<file path="config.mk">
export PLATFORM = sky130hd
export DESIGN_NAME = quad_step_decoder
export DESIGN_NICKNAME = d
export VERILOG_FILES = /design/src/rtl/quad_step_decoder.sv
export SDC_FILE = /design/constraint.sdc
export NUM_CORES = 1
export LEC_CHECK = 0
export BUFFER_PORTS_ARGS = -buffer_cell sky130_fd_sc_hd__buf_2
export CAP_MARGIN = 20
export CORE_AREA = 2 2 71 73
export DETAILED_ROUTE_END_ITERATION = 8
export DIE_AREA = 0 0 73 75
export GPL_ROUTABILITY_DRIVEN = 0
export PLACE_DENSITY = 0.52
export SLEW_MARGIN = 20
export SYNTH_ARGS = -nofsm -noshare
export SYNTH_HDL_FRONTEND = slang
export SYNTH_SLANG_ARGS = --single-unit
</file>
<file path="constraint.sdc">
create_clock -name aclk -period 1.8 [get_ports aclk]
set_input_delay 0.18 -clock aclk [delete_from_list [all_inputs] [get_ports aclk]]
set_output_delay 0.18 -clock aclk [all_outputs]
set_load 0.05 [all_outputs]
</file>
<file path="src/rtl/quad_step_decoder.sv">
// Quadrature A/B decoder: synchronizer, glitch filter, lock-up FSM,
// step/direction strobes and a saturating illegal-transition counter.
module quad_step_decoder #(
  parameter int unsigned P_FILTER_LEN  = 4,
  parameter int unsigned P_ERR_CNT_BIT = 8
) (
  input  logic                     aclk,
  input  logic                     aresetn,
  input  logic                     enc_a,
  input  logic                     enc_b,
  input  logic                     clr,
  output logic                     step_en,
  output logic                     step_dir,
  output logic                     err_pulse,
  output logic [P_ERR_CNT_BIT-1:0] err_count,
  output logic                     locked
);

  localparam int unsigned CW = 4;
  localparam logic [CW-1:0] FLT_MAX  = CW'(P_FILTER_LEN - 1);
  localparam logic [CW-1:0] STAB_MAX = CW'(P_FILTER_LEN);

  typedef enum logic {
    ST_INIT = 1'b0,
    ST_RUN  = 1'b1
  } state_t;

  state_t st_q, st_d;

  // Phase vectors are {A, B}.
  logic [1:0]         s1_q, s1_d;
  logic [1:0]         s2_q, s2_d;
  logic [1:0]         s2p_q, s2p_d;
  logic [1:0]         filt_q, filt_d;
  logic [1:0][CW-1:0] cnt_q, cnt_d;
  logic [CW-1:0]      stab_q, stab_d;
  logic [1:0]         prev_q, prev_d;

  logic                     step_en_q, step_en_d;
  logic                     step_dir_q, step_dir_d;
  logic                     err_pulse_q, err_pulse_d;
  logic [P_ERR_CNT_BIT-1:0] err_cnt_q, err_cnt_d;
  logic                     locked_q, locked_d;
  logic                     err_hit;

  always_comb begin
    s1_d        = {enc_a, enc_b};
    s2_d        = s1_q;
    s2p_d       = s2_q;
    st_d        = st_q;
    filt_d      = filt_q;
    cnt_d       = cnt_q;
    stab_d      = stab_q;
    prev_d      = prev_q;
    step_en_d   = 1'b0;
    err_pulse_d = 1'b0;
    step_dir_d  = step_dir_q;
    locked_d    = locked_q;
    err_hit     = 1'b0;

    unique case (st_q)
      ST_INIT: begin
        // Track the pins until they have been quiet long enough.
        filt_d = s2_q;
        cnt_d  = '0;
        if (s2_q != s2p_q) begin
          stab_d = '0;
        end else if (stab_q != STAB_MAX) begin
          stab_d = stab_q + 1'b1;
        end
        if (stab_q == STAB_MAX) begin
          st_d     = ST_RUN;
          prev_d   = filt_q;
          locked_d = 1'b1;
        end
      end

      ST_RUN: begin
        for (int i = 0; i < 2; i++) begin
          if (s2_q[i] == filt_q[i]) begin
            cnt_d[i] = '0;
          end else if (cnt_q[i] == FLT_MAX) begin
            filt_d[i] = s2_q[i];
            cnt_d[i]  = '0;
          end else begin
            cnt_d[i] = cnt_q[i] + 1'b1;
          end
        end

        prev_d = filt_q;

        // Plus order 00->01->11->10: next = {B, ~A}.
        unique case (1'b1)
          ((filt_q ^ prev_q) == 2'b11): begin
            err_pulse_d = 1'b1;
            err_hit     = 1'b1;
          end
          (filt_q == {prev_q[0], ~prev_q[1]}): begin
            step_en_d  = 1'b1;
            step_dir_d = 1'b1;
          end
          (filt_q == {~prev_q[0], prev_q[1]}): begin
            step_en_d  = 1'b1;
            step_dir_d = 1'b0;
          end
          default: ;
        endcase
      end

      default: ;
    endcase

    err_cnt_d = err_cnt_q;
    if (clr) begin
      err_cnt_d = '0;
    end else if (err_hit && (err_cnt_q != '1)) begin
      err_cnt_d = err_cnt_q + 1'b1;
    end
  end

  always_ff @(posedge aclk or negedge aresetn) begin
    if (!aresetn) begin
      st_q        <= ST_INIT;
      s1_q        <= '0;
      s2_q        <= '0;
      s2p_q       <= '0;
      filt_q      <= '0;
      cnt_q       <= '0;
      stab_q      <= '0;
      prev_q      <= '0;
      step_en_q   <= 1'b0;
      step_dir_q  <= 1'b0;
      err_pulse_q <= 1'b0;
      err_cnt_q   <= '0;
      locked_q    <= 1'b0;
    end else begin
      st_q        <= st_d;
      s1_q        <= s1_d;
      s2_q        <= s2_d;
      s2p_q       <= s2p_d;
      filt_q      <= filt_d;
      cnt_q       <= cnt_d;
      stab_q      <= stab_d;
      prev_q      <= prev_d;
      step_en_q   <= step_en_d;
      step_dir_q  <= step_dir_d;
      err_pulse_q <= err_pulse_d;
      err_cnt_q   <= err_cnt_d;
      locked_q    <= locked_d;
    end
  end

  assign step_en   = step_en_q;
  assign step_dir  = step_dir_q;
  assign err_pulse = err_pulse_q;
  assign err_count = err_cnt_q;
  assign locked    = locked_q;

endmodule
</file>
======== Yosys cells after proc, flatten, opt, wreduce, memory -nomap -nowiden ========
Index checks and enable logic that the tools add are counted.
storage, ports and cells
  output and inout port bits .............. 12
  register bits ........................... 35
  input bits .............................. 5
  logic and storage cells ................. 72
cells by class
  equal/unequal tests ..................... 16
  reductions and logical operators ........ 10
  add/subtract/negate cells ............... 4
  multiplexer cells ....................... 23
  bitwise operators ....................... 4
operators by type and width
  kind                                                   number
  two-way mux 4 bit                                      6
  two-way mux 8 bit                                      2
  case mux 8 bit (2 select lines)                        1
  adder 4 x 1 -> 4 bit, second input constant            3
  two-way mux 1 bit                                      10
  AND reduction 2 bit                                    5
  adder 8 x 1 -> 8 bit, second input constant            1
  == test 4 x 2 -> 1 bit, second input constant          2
  inequality test 8 bit, second input constant           1
  case mux 2 bit (2 select lines)                        2
  inequality test 2 bit, second input constant           3
  nonzero test 2 bit                                     3
  == test 2 bit                                          2
  == test 4 x 3 -> 1 bit, second input constant          1
  inequality test 2 x 1 -> 1 bit, second input constant  2
  inequality test 4 x 3 -> 1 bit, second input constant  1
  NOT 1 bit                                              3
  == test 1 bit                                          2
  == test 2 bit, second input constant                   1
  two-way mux 2 bit                                      1
  inequality test 2 bit                                  1
  case mux 1 bit (2 select lines)                        1
  OR reduction 2 bit                                     1
  XOR 2 bit                                              1
  logical AND 1 bit                                      1

======== Logic depth before layout (Yosys ltp) ========
Gate-level depths: netlist of the first run.
  word-level depth ........................ 7
  gate-level depth with buffers ........... 6
  gate-level depth less buffers ........... 6

======== Worst setup path before layout of the first run ========
Ideal clock, no wire load.
  path type ............................... register -> register
  from .................................... register err_cnt_q[3] (netlist: err_count[3])
  to ...................................... register err_cnt_q[0] (netlist: err_count[0])
  data arrival time ....................... 1.760 ns
  setup time .............................. 0.125 ns
  data required time ...................... 1.675 ns
  period minus slack after synthesis ...... 1.885 ns
  cell stages (with the launch flop) ...... 6
  buffers on the path ..................... 1
  setup slack ............................. -0.085 ns
  cells stage by stage .................... dfrtp_1 > and3_1 > and3_1 > clkbuf_1 > a31oi_1 > mux2_2
between the ends
  word-level cells in the longest chain between the ends .. 3
RTL lines
  item                          line  text
  start: declaration            42    logic [P_ERR_CNT_BIT-1:0] err_cnt_q, err_cnt_d;
  start signal: assignment      148   err_cnt_q <= err_cnt_d;
  inequality test 8 bit         116   end else if (err_hit && (err_cnt_q != '1)) begin
  logical AND 1 bit             116
  nonzero test 2 bit (no line)  --
No other way between the ends.
A chain may end at the register's enable or synchronous reset.

======== Final worst setup path of the first run ========
  from .................................... register prev_q[1]
  to ...................................... register err_cnt_q[4] (netlist: err_count[4])
between the ends
  word-level cells in the longest chain between the ends .. 6
RTL lines
  item                          line  text
  start: declaration            37    logic [1:0] prev_q, prev_d;
  start signal: assignment      144   prev_q <= prev_d;
  XOR 2 bit                     94    ((filt_q ^ prev_q) == 2'b11): begin
  == test 2 bit                 94
  two-way mux 1 bit             93    unique case (1'b1)
  two-way mux 1 bit             61    unique case (st_q)
  logical AND 1 bit             116
  nonzero test 2 bit (no line)  --
No other way between the ends.

==> results of run 1 <==
-- final timing paths --
check                           from           end  depth (start not counted)
setup / recovery           prev_q[1]  err_count[4]                          4
hold / removal                   clr  err_count[4]                          2
setup reg to reg           prev_q[1]  err_count[4]                          4
hold reg to reg              s1_q[1]       s2_q[1]                          0
min in group asynchronous    aresetn  err_count[1]                          3
max in group asynchronous    aresetn  err_count[5]                          3
-- what timing repair did --
item	in CTS	in global routing
hold buffers	3	0
setup buffers	0	0
hold endpoints to repair	37	0
endpoints found under the setup margin	0	3
gates resized for setup	0	1
-- sequential cells by signal (all words and copies together) (netlist names), 2 cells and up --
| register | cells |
|---|---|
| cnt_q | 8 |
| err_count | 8 |
| stab_q | 4 |
| filt_q | 2 |
| prev_q | 2 |
| s1_q | 2 |
| s2_q | 2 |
| s2p_q | 2 |
-- worst max-delay path: cells and delay by family (launching register included) --
kind / cells / cell delay [ns]
AO/OA/AOI/OAI: 1 / 0.15
XOR/XNOR: 1 / 0.16
flip-flops: 1 / 0.42
AND/OR/NAND/NOR: 2 / 0.92
-- through the flow --
stage	TNS, ns	utilization (%)	total power (W)	std cells	hold WS [ns]
after floorplan	-0.0282	-	0.00146	145	-0.116
after global placement	0	37.8	0.00163	216	0.243
after detailed placement	0	37.8	0.00165	216	0.254
after CTS	0	40.6	0.00229	227	0.168
after global routing	0	40.7	0.00241	227	0.189
final	0	40.7	0.00227	227	0.176
-- where the power goes --
part           switching (W)  leakage (nW)  internal (W)
Clock               0.000275        0.0515      0.000349
Sequential         0.0000856         0.451      0.000898
Combinational       0.000402         0.395      0.000258
Total               0.000763         0.898       0.00150
-- cell type report --
cell class | instances | area share [%]
Clock buffer | 8 | 5.27
Inverter | 6 | 1.19
Multi-Input combinational cell | 99 | 35.4
Sequential cell | 35 | 46.4
Tap cell | 54 | 3.56
Timing Repair Buffer | 25 | 8.17
-- layout by cell type, fill, tap and decap left out --
master,synthesis,layout
dfrtp_2,0,4
nor3b_1,2,2
dlygate4sd3_1,0,3
clkinv_1,1,1
mux2i_1,1,1
nor2_1,9,9
nand4_1,3,3
o21a_1,1,1
a311oi_1,1,1
dfrtp_1,35,31
and3_1,7,7
a31oi_1,3,3
o21bai_1,2,2
nand3b_1,3,3
mux2_2,6,6
clkbuf_8,0,7
a21o_1,2,2
buf_4,0,6
ha_1,5,5
nor3_1,7,7
or4_1,1,1
clkbuf_1,4,1
o21ai_0,2,2
nor2b_1,3,3
xnor2_1,3,3
nand2_1,8,8
xor2_1,8,8
o31ai_1,2,2
buf_2,1,16
inv_1,5,5
a21oi_1,8,8
nand3_1,5,5
a32o_1,1,1
a22o_1,1,1
or3_4,0,1
nand2b_1,4,4
-- kinds of logic (layout without fill, tap and decap cells) --
family / Yosys count / after routing / share of synthesized area [%]
fa+ha+maj: 5 / 5 / 3.95
compound gates: 23 / 23 / 9.39
buf+inv: 11 / 39 / 2.68
flops: 35 / 35 / 55.2
mux: 7 / 7 / 4.89
xor+xnor: 11 / 11 / 6.08
simple gates: 53 / 53 / 17.8
-- routing by layer --
layer	up-vias	routed length (µm)
li1	557	-
met2	29	1450
met1	566	1340
met5	-	0
met3	7	130
met4	0	67
==> impl_results.md, run 1 <==
- Status: complete, no violations
- Leakage Power: 0.898 nW
- Slew headroom: 68.3%
- IO Port Bufs: 16
- CTS root buf: clkbuf_8
- Max VDD drop: 0.547 mV
- Synthesized Nets: 155
- Synth Instances: 145
- Met1 Usage GRT: 15.6%
- Final Critical Period: 1.71 ns
- # fillers: 441
- Die area: 0.00548 mm²
- Mapped cell area: 0.00159 mm²
- Largest net degree at the start of global routing: 36
- Synth area leaders: dfrtp_1, xor2_1, mux2_2
- Cell taking the most area after synthesis: dfrtp_1
- Clock Skews: 0.00500 ns
- Data required, critical path: 2.02 ns
- Slew Viols, Final: 0
- Drt total wl: 2980 µm
- # rows: 25
- Synth Flop Type: dfrtp_1
- Die Y: 75 µm
- H-tree Lvls: 2
- Vias in the first global route: 1,182
- Share of layout cells above drive strength 1: 23.1%
- Most used routing layer in global routing: met2
- MaxCap Viol Count: 0
- Setup WS pre-CTS: 0.0556 ns
- Setup slack, reg-to-reg: 0.09 ns
- Setup ws final: 0.0870 ns
- Worst-path clk slew: 0.07 ns
- Fmax: 0.584 GHz
- Cell variety after synth: 32
- Grt ovf: 0
- Initial antenna violation count: 0
- Clk sinks: 35
- Area of the core: 0.00466 mm²
- Count leader, synth: dfrtp_1
- Finished Cell Area: 0.00190 mm²
- Final ANT Viol Nets: 0
- CP Cell Sequence: xnor2_1 > or3_4 > or4_1 > a21oi_1
- Met3 Track Usage GR: 4.69%
- Post-synth top cells: dfrtp_1, nor2_1, a21oi_1, nand2_1, xor2_1
- Post-synthesis register bit count: 35
- DP HPWL: 2060 µm
- Clock Latency Late Sink: 0.29 ns
- Drt first pass iters: 4
- 1st-iter DRT viols: 64
- Sequential fraction of the synthesis area: 55.2%
- Final setup viols: 0
- Class of the worst hold path: in -> reg
- Ys async rst share: 100%
- Via density: 5.11
- Initial core utilization: 34.0%
- # IOs: 17
- Antenna Cells: 0
- Critical Setup Path Class: reg -> reg
- Crit path max fanout: 6
- WL/cell: 13.1 µm
- Critical path's slowest cell: or4_1
- Die X: 73 µm
- RSZ-0062 raised after global routing: false
- Largest stage delay, worst path: 0.51 ns
- Max clock buf depth: 2
- CP startpoint kind: register
- DR vias: 1,159
- Placed cell area: 0.00176 mm²
- Power density cells: 1190 mW/mm²
- Final count of hold timing violations: 0
- Number of flops mapped to enable cells by yosys: 0
- CTS tree: done
- Post-synth top area share: 55.2%
- Synthesized area per cell: 10.9 µm²
- GR met2 Demand/Resource: 21.0%
- Area growth from synthesis to layout: 19.7%
- Endpoint class of the critical path: register
- DRC: 0
- Multi-input logic area: 672 µm²
- Number of buffers created by CTS: 5
- Critical Path AT: 1.93 ns
- Ys Warns: 0
- Tot GR Track Use: 13.2%
- First-pass GRT wire length: 5380 µm
- Worst slew pin tran: 0.472 ns
- Final period util: 95.2%
- Register area: 881 µm²
- Fin nets: 182
Power figures use the tool's default switching activity.
==> run 2, diff against run 1 <==
RECOVER_POWER = 50   (was unset)
==> run 2 against run 1 <==
Net effect:
- clock-buffer cell count is the same
- cell count stayed put
- register-to-register slack about the same
- sequential power is essentially flat
- critical endpoint unchanged
- largest cell class unchanged
- highest routed layer unchanged
==> impl_results.md, run 2 (same netlist as run 1, synthesis figures left out) <==
- Status: complete, no violations (unchanged)
- Initial core utilization: 34.0% (unchanged)
- DRC: 0 (unchanged)
- Switch share: 33.6% (about the same)
- Initial antenna violation count: 0 (unchanged)
- Class of the worst hold path: in -> reg (unchanged)
- Share of layout cells above drive strength 1: 23.1% (unchanged)
- Commonest non-fill, non-tap cell in the layout: dfrtp_1 (unchanged)
- Final count of hold timing violations: 0 (unchanged)
- Psw: 0.000763 W (unchanged)
- # fillers: 442 (was 441)
- Clk sinks: 35 (unchanged)
- Area of the core: 0.00466 mm² (unchanged)
- Crit path max fanout: 6 (unchanged)
- Hold Crit Depth: 2 (unchanged)
- Slew headroom: 41.7% (was 68.3%)
- Critical Path AT: 1.93 ns (about the same)
- # rows: 25 (unchanged)
- Die Y: 75 µm (unchanged)
- DP HPWL: 2060 µm (unchanged)
- H-tree Lvls: 2 (unchanged)
- Max clock buf depth: 2 (unchanged)
- Die X: 73 µm (unchanged)
- Most frequent cells in the layout: dfrtp_1, buf_2, nor2_1 (unchanged)
- MaxCap Viol Count: 0 (unchanged)
- First-pass GRT wire length: 5380 µm (unchanged)
- Worst-path clk slew: 0.07 ns (about the same)
- Worst slew pin tran: 0.874 ns (was 0.472 ns)
- Critical Setup Path Class: reg -> reg (unchanged)
- Logic pwr share: 29.1% (about the same)
- Fmax: 0.584 GHz (unchanged)
- Via density: 5.11 (unchanged)
- CTS root buf: clkbuf_8 (unchanged)
- Pint: 0.00150 W (about the same)
- WL/cell: 13.1 µm (about the same)
- Layout Utilization: 40.7% (about the same)
- Hold Path End: err_count[4] (unchanged)
- Final Critical Period: 1.71 ns (unchanged)
- Postcts setup bufs: 0 (unchanged)
- Setup slack, reg-to-reg: 0.09 ns (about the same)
- Area growth from synthesis to layout: 19.6% (was 19.7%)
- Largest net degree at the start of global routing: 36 (unchanged)
- CTS tree: done (unchanged)
- Placed cell area: 0.00176 mm² (unchanged)
- Final ANT Viol Nets: 0 (unchanged)
- Fin nets: 182 (unchanged)
- Reg2Reg Launch Point: prev_q[1] (unchanged)
- Antenna Cells: 0 (unchanged)
- Die area: 0.00548 mm² (unchanged)
- RR Endpoint: err_count[4] (unchanged)
- # IOs: 17 (unchanged)
- Vias in the first global route: 1,182 (unchanged)
- 1st-iter DRT viols: 64 (unchanged)
- Reg power frac: 43.4% (about the same)
- Clock Skews: 0.00500 ns (unchanged)
- Clk pwr share: 27.5% (about the same)
- Pwr Total: 0.00227 W (about the same)
- Drt total wl: 2980 µm (about the same)
- Slew Viols, Final: 0 (unchanged)
- DR vias: 1,159 (unchanged)
- Final setup TNS: 0 ns (unchanged)
- Final setup viols: 0 (unchanged)
- Largest stage delay, worst path: 0.51 ns (about the same)
- Grt ovf: 0 (unchanged)
- RSZ-0062 raised after global routing: false (unchanged)
- Tot GR Track Use: 13.2% (unchanged)
- Data required, critical path: 2.02 ns (about the same)
- Finished Cell Area: 0.00190 mm² (about the same)
- Drt first pass iters: 4 (unchanged)
- Final period util: 95.2% (unchanged)
- Max VDD drop: 0.547 mV (about the same)
- Worst R2R Path Depth: 4 (unchanged)
- Clock Latency Late Sink: 0.29 ns (about the same)
- CP startpoint kind: register (unchanged)
- Leakage Power: 0.897 nW (was 0.898 nW)
- IO Port Bufs: 16 (unchanged)
- Endpoint class of the critical path: register (unchanged)
- Min Hold Slack: 0.176 ns (unchanged)
- CP Cell Sequence: xnor2_1 > or3_4 > or4_1 > a21oi_1 (unchanged)
- Power density cells: 1200 mW/mm² (was 1190 mW/mm²)
- Number of buffers created by CTS: 5 (unchanged)
- Critical path's slowest cell: or4_1 (unchanged)
- Hold Startpoint: clr (unchanged)
[run 2: cell types whose count changed in the layout (fill, tap and decap cells not counted), sizes merged]
| cell | before | now |
|---|---|---|
| buf | 22 | 21 |
| clkbuf | 8 | 9 |
[run 2: power groups by stage]
| stage | Sequential, W | Clock, W | Combinational, W |
|---|---|---|---|
| 6_report | 0.000984 | 0.000624 | 0.000659 |
| 2_1_floorplan | 0.00113 | 0 | 0.000332 |
| 5_1_grt | 0.000998 | 0.000686 | 0.000729 |
| 4_1_cts | 0.000983 | 0.000647 | 0.000664 |
| 3_5_place_dp | 0.000996 | 0 | 0.000653 |
| 3_3_place_gp | 0.000988 | 0 | 0.000643 |
[run 2: area by class of cell]
class                           instances  area [µm²]  area share (%)
Sequential cell                        35         881            46.5
Inverter                                6        22.5            1.19
Timing Repair Buffer                   25         153            8.05
Tap cell                               54        67.6            3.56
Clock buffer                            8         100            5.28
Multi-Input combinational cell         99         672            35.4
[run 2: worst max-delay path by stage]
stage,depth (start not counted),start,endpoint,slack [ns]
floorplan,5,err_count[4],err_count[0],-0.03
global placement,4,prev_q[1],err_count[4],0.09
detailed placement,4,prev_q[1],err_count[0],0.06
CTS,4,prev_q[1],err_count[4],0.04
global route,4,prev_q[1],err_count[4],0.03
finish,4,prev_q[1],err_count[4],0.09
[run 2: worst max-delay path: cells and delay by family, from the launching register on]
| kind | cells | cell delay [ns] |
|---|---|---|
| compound gates | 1 | 0.15 |
| simple gates | 2 | 0.92 |
| xor+xnor | 1 | 0.16 |
| flops | 1 | 0.42 |
[run 2: what timing repair did]
item	CTS	global route
endpoints found under the hold margin	37	0
endpoints found under the setup margin	0	3
gates resized for setup	0	1
hold buffers	3	0
[run 2: routing by layer]
layer	GRT usage [%]	wire, µm
met5	0	0
met3	4.69	130
met1	15.6	1330
met4	7.00	67
met2	21.0	1450
[run 2: per-stage QoR]
stage                     worst slack (ns)  instances
after floorplan                    -0.0282        145
after global placement              0.0939        216
after detailed placement            0.0556        216
after CTS                           0.0362        227
after global routing                0.0301        227
final                               0.0870        227
